===== src/rtl/fifo_sync_param.sv =====
// fifo_sync_param: parametrised single-clock FIFO with registered read data,
// an occupancy count, threshold flags and sticky overflow/underflow flags.
// A pop of an empty FIFO is never satisfied by a word pushed in the same
// cycle; that word becomes readable one cycle later.
module fifo_sync_param #(
  parameter int DATA_WIDTH       = 10,
  parameter int DEPTH            = 8,
  parameter int ALMOST_FULL_LVL  = 6,
  parameter int ALMOST_EMPTY_LVL = 2
) (
  input  logic                          clk,
  input  logic                          reset,
  input  logic                          push,
  input  logic                          pop,
  input  logic [DATA_WIDTH-1:0]         data_in,
  input  logic                          err_clr,
  output logic [DATA_WIDTH-1:0]         data_out,
  output logic                          valid,
  output logic [$clog2(DEPTH):0]        count,
  output logic                          full,
  output logic                          empty,
  output logic                          almost_full,
  output logic                          almost_empty,
  output logic                          overflow,
  output logic                          underflow
);

  localparam int AW = $clog2(DEPTH);

  localparam logic [AW:0] FULL_CNT = (AW+1)'(DEPTH);
  localparam logic [AW:0] AF_CNT   = (AW+1)'(ALMOST_FULL_LVL);
  localparam logic [AW:0] AE_CNT   = (AW+1)'(ALMOST_EMPTY_LVL);

  // Storage array; contents are deliberately not reset.
  logic [DATA_WIDTH-1:0] mem_q [DEPTH];

  logic [AW-1:0]         wr_ptr_q, wr_ptr_d;
  logic [AW-1:0]         rd_ptr_q, rd_ptr_d;
  logic [AW:0]           count_q, count_d;
  logic [DATA_WIDTH-1:0] data_out_q, data_out_d;
  logic                  valid_q, valid_d;
  logic                  overflow_q, overflow_d;
  logic                  underflow_q, underflow_d;

  logic full_w, empty_w;
  logic push_ok, pop_ok;
  logic push_rej, pop_rej;

  // Flags are pure decodes of the count register, so they only move on a clock edge.
  always_comb begin
    full_w       = (count_q == FULL_CNT);
    empty_w      = (count_q == '0);
    almost_full  = (count_q >= AF_CNT);
    almost_empty = (count_q <= AE_CNT);
  end

  // Accept/reject decisions; a full FIFO accepts a push only when a pop frees a slot.
  always_comb begin
    push_ok  = push && (!full_w || pop);
    pop_ok   = pop && !empty_w;
    push_rej = push && full_w && !pop;
    pop_rej  = pop && empty_w;
  end

  // Next-state for pointers, count, read data and sticky error flags.
  always_comb begin
    wr_ptr_d    = wr_ptr_q;
    rd_ptr_d    = rd_ptr_q;
    count_d     = count_q;
    data_out_d  = data_out_q;
    valid_d     = 1'b0;
    overflow_d  = overflow_q;
    underflow_d = underflow_q;

    if (push_ok) begin
      wr_ptr_d = wr_ptr_q + AW'(1);
    end
    if (pop_ok) begin
      rd_ptr_d   = rd_ptr_q + AW'(1);
      data_out_d = mem_q[rd_ptr_q];
      valid_d    = 1'b1;
    end

    if (push_ok && !pop_ok) begin
      count_d = count_q + (AW+1)'(1);
    end else if (pop_ok && !push_ok) begin
      count_d = count_q - (AW+1)'(1);
    end

    // A new error in the same cycle as err_clr takes priority over the clear.
    if (err_clr) begin
      overflow_d  = 1'b0;
      underflow_d = 1'b0;
    end
    if (push_rej) begin
      overflow_d = 1'b1;
    end
    if (pop_rej) begin
      underflow_d = 1'b1;
    end
  end

  // Control and output registers with asynchronous active-low reset.
  always_ff @(posedge clk or negedge reset) begin
    if (!reset) begin
      wr_ptr_q    <= '0;
      rd_ptr_q    <= '0;
      count_q     <= '0;
      data_out_q  <= '0;
      valid_q     <= 1'b0;
      overflow_q  <= 1'b0;
      underflow_q <= 1'b0;
    end else begin
      wr_ptr_q    <= wr_ptr_d;
      rd_ptr_q    <= rd_ptr_d;
      count_q     <= count_d;
      data_out_q  <= data_out_d;
      valid_q     <= valid_d;
      overflow_q  <= overflow_d;
      underflow_q <= underflow_d;
    end
  end

  // Memory write port; only accepted pushes modify storage.
  always_ff @(posedge clk) begin
    if (push_ok) begin
      mem_q[wr_ptr_q] <= data_in;
    end
  end

  // Drive outputs from registers and decodes.
  always_comb begin
    data_out  = data_out_q;
    valid     = valid_q;
    count     = count_q;
    full      = full_w;
    empty     = empty_w;
    overflow  = overflow_q;
    underflow = underflow_q;
  end

endmodule

===== config.mk =====
export PLATFORM = sky130hd
export DESIGN_NAME = fifo_sync_param
export DESIGN_NICKNAME = d
export VERILOG_FILES = /design/src/rtl/fifo_sync_param.sv
export SDC_FILE = /design/constraint.sdc
export NUM_CORES = 1
export LEC_CHECK = 0
export CAP_MARGIN = 5
export CORE_MARGIN = 2
export CORE_UTILIZATION = 61
export CTS_CLUSTER_SIZE = 40
export DETAILED_ROUTE_END_ITERATION = 8
export GPL_ROUTABILITY_DRIVEN = 0
export PLACE_DENSITY = 0.84
export SYNTH_ARGS = -nofsm -noshare
export SYNTH_HDL_FRONTEND = slang
export SYNTH_SLANG_ARGS = --single-unit

===== constraint.sdc =====
create_clock -name clk -period 7.2 [get_ports clk]
set_clock_uncertainty 0.05 [all_clocks]
set_input_delay 1.44 -clock clk [delete_from_list [all_inputs] [get_ports clk]]
set_output_delay 1.44 -clock clk [all_outputs]
set_load 0.05 [all_outputs]

==> impl_results.md <==
* Run status: finished clean
* Net Sw Power at 0.7825 mW
* Cell taking the most area after synthesis: edfxtp_1
* Clock Path Buffers at 2
* Chip height at 86.55 um
* ANT cells at 0
* Sequential cell area at around 0.003 mm2
* Crit end category: flop
* Initial antenna violation count at 0
* Setup-failing EPs final at 0
* Max Cap Viol at 0
* Synth top area share at a little under 60%
* Setup_tns at 0 ps
* Post-CTS repair timing setup buffer count at 0
* Mapped Cells at approximately 260
* Required @ worst endpoint at around 7400 ps
* All-Layer GR Usage at a little over a fifth
* Synthesis-to-layout area growth at 14.63%
* Cell Rows at 30
* Die Wd at 86.55 um
* Root Buffer: clkbuf_8
* Clock network fraction of design power at ~16%
* Register-to-Register Path Depth at 8
* Fin crit share at a little under three fifths
* Combinational fraction of design power at approximately 39%
* Overflow after GRT at 0
* Via density at roughly 5.9
* Sequential cell area fraction in the yosys report at between 70 and 80%
* RSZ-0062 raised after global routing: false
* Global-route wire length before repair at between 10000 and 15000 um
* Cell types occupying the most area after synthesis: edfxtp_1, dfrtp_1, mux2_2, mux2i_1, a221o_1
* Die footprint at approximately 0.0075 mm2
* Core area at between 0.006 and 0.007 mm2
* Footprint of the multi-input gates at 0.001090 mm2
* WP data arrival at between 4000 and 5000 ps
* Cts-stage hold buffer count at 0
* Htree depth at 3
* Sw frac at between 30% and 40%
* Initial core utilization at 62.21%
* Hold EP: data_out[4]
* Number of port buffers at 35
* Critical path launch point type: primary input
* Critical path fanouts, max at 24
* Fin. Hold Viols at 0
* Post-synth EDFFs at 80
* Final WS setup at between 3000 and 4000 ps
* Vias in the first global route at around 2200
* Nets at roughly 320
* Fill count at roughly 430
* IO Pins at 36
* Total CTS buffers at 9
* CTS tree: yes
* Post-Place Worst Slack at between 2000 and 3000 ps
* Layout Utilization at between 70 and 80%
* Most numerous cell in the Yosys netlist: edfxtp_1
* Final WL at 7349 um
* HP Class: reg2reg
* Fmax at ~0.24 GHz
* Slew Viols, Final at 0
* TritonRoute pass-1 iters at 4
* Crit. Startpoint: pop
* Net Count, Synth at 280
* Max IR drop VDD at between 0.15 and 0.2 mV
* Syn Std Cell Area at 0.004156 mm2
* Clock Sinks at around 100
* Worst-path clk slew at approximately 100 ps
* Vias at 2277
* FFs w/ async S/R, synth at roughly 22%
* P_leak at roughly 1.7 nW
* Routed len/inst at roughly 19 um
* Internal at roughly 1.2 mW
* Final ANT Viol Nets at 0
* Share of layout cells above drive strength 1 at between 10% and 20%
* List of most frequent post-synthesis cells: edfxtp_1, nand2_1, dfrtp_1
* R2r endpoint: count[3]
* Minimum clock period at roughly 4100 ps
* Iter 0 DRT Violations at 157
* Worst R2R Start: count[0]
* Sequential share of power at between 40% and 50%
* Hold path startpoint: data_out[4]
* Synthesized area per cell at between 15 and 20 um2
* Synth Flop Type: edfxtp_1
* Worst-Margin Slew at roughly 1200 ps
* CTS resizes at 0
* Synth warn at 0
* Worst-skew pair later-pin latency at around 360 ps
* FF-to-FF setup slack at around 3700 ps
* Slew headroom at 22.87%
* HPWL after DPL at 4489 um
* DRC at 0
* Post-synth cell types at 33
* Pin count of the biggest net entering global routing at 43
* PD cells at approximately 420 mW/mm2
* Worst hold stages at 2
* Flop and latch count out of synthesis at ~100
* CP Class: in2reg
## through the flow
step | hold WS, ps | instance area, um2 | power [mW] | std cells
after global placement | 414.0 | 4583 | 1.667 | 369
after CTS | 453.7 | 4765 | 2.020 | 385
after floorplan | 455.9 | 4156 | 1.457 | 259
after global routing | 482.2 | 4765 | 2.109 | 385
final | 443.0 | 4765 | 2.008 | 385
after detailed placement | 431.0 | 4583 | 1.695 | 369
## placed cells by master, fill, tap and decap left out, drive strengths merged
master / instances
buf: 5
a221o: 10
o32ai: 1
a211oi: 1
o21ai: 14
edfxtp: 80
or4b: 1
o22ai: 10
a2111oi: 1
fa: 1
clkinvlp: 3
clkdlybuf4s50: 35
xnor2: 6
inv: 9
ha: 5
mux2i: 21
nor4: 2
nor3: 7
mux2: 21
nand2: 25
a21o: 2
nand2b: 4
nor2b: 1
a21oi: 1
clkinv: 2
clkbuf: 9
dfrtp: 23
o31ai: 1
nor2: 4
## worst max-delay path, cell delays in order
cell and delay [ps]:
clkdlybuf4s50_1 570, nand2b_1 490, ha_1 450, inv_1 170, ha_1 250, a21o_1 200, a2111oi_0 520, o31ai_1 160
## power groups by stage
stage | combinational [mW] | clock [mW] | sequential (mW)
after floorplan | 0.456 | 0 | 1.00
after global placement | 0.755 | 0 | 0.912
after detailed placement | 0.776 | 0 | 0.918
after CTS | 0.779 | 0.335 | 0.906
after global routing | 0.827 | 0.359 | 0.923
final | 0.775 | 0.330 | 0.904
## logic make-up after synthesis
family	after synthesis	share of synthesized area (%)
xor gates and xnor gates	6	1.264
adders and majority gates	6	1.987
muxes	42	10.75
AOI/OAI and AO/OA	41	7.165
buffers and inverters	17	2.288
and+or+nand+nor	44	4.907
DFF	103	71.64
## layer usage
metal / share of wire (%) / vias up / global-route usage, %
li1: - / 1070 / -
met2: 50 / 64 / 34.41
met5: 0 / - / 0
met1: 44 / 1132 / 28.43
met3: 4.9 / 11 / 4.190
met4: 1.5 / 0 / 9.091
## how the worst max path moves through the flow
stage                          end  slack (ps)  cells after the start
after floorplan           count[3]        2930                      9
after global placement    count[3]        3000                      8
after detailed placement  count[3]        2780                      8
after CTS                 count[3]        3180                      8
after global routing      count[3]        3020                      8
final                     count[3]        3110                      8
## flip-flops by register name (all words and copies together) (netlist names)
name	cells
wr_ptr_q	3
mem_q	80
overflow	1
data_out	10
count	4
valid	1
underflow	1
rd_ptr_q	3
## layout make-up
cell class	instances	share of cell area, %
repair buffers	40	8.141
inverters	7	0.5515
multi-input cells	139	22.87
well taps	80	2.101
flip-flops and latches	103	62.53
clock buffers	9	2.600
clock inverters	7	1.208
Power figures use the tool's default switching activity.
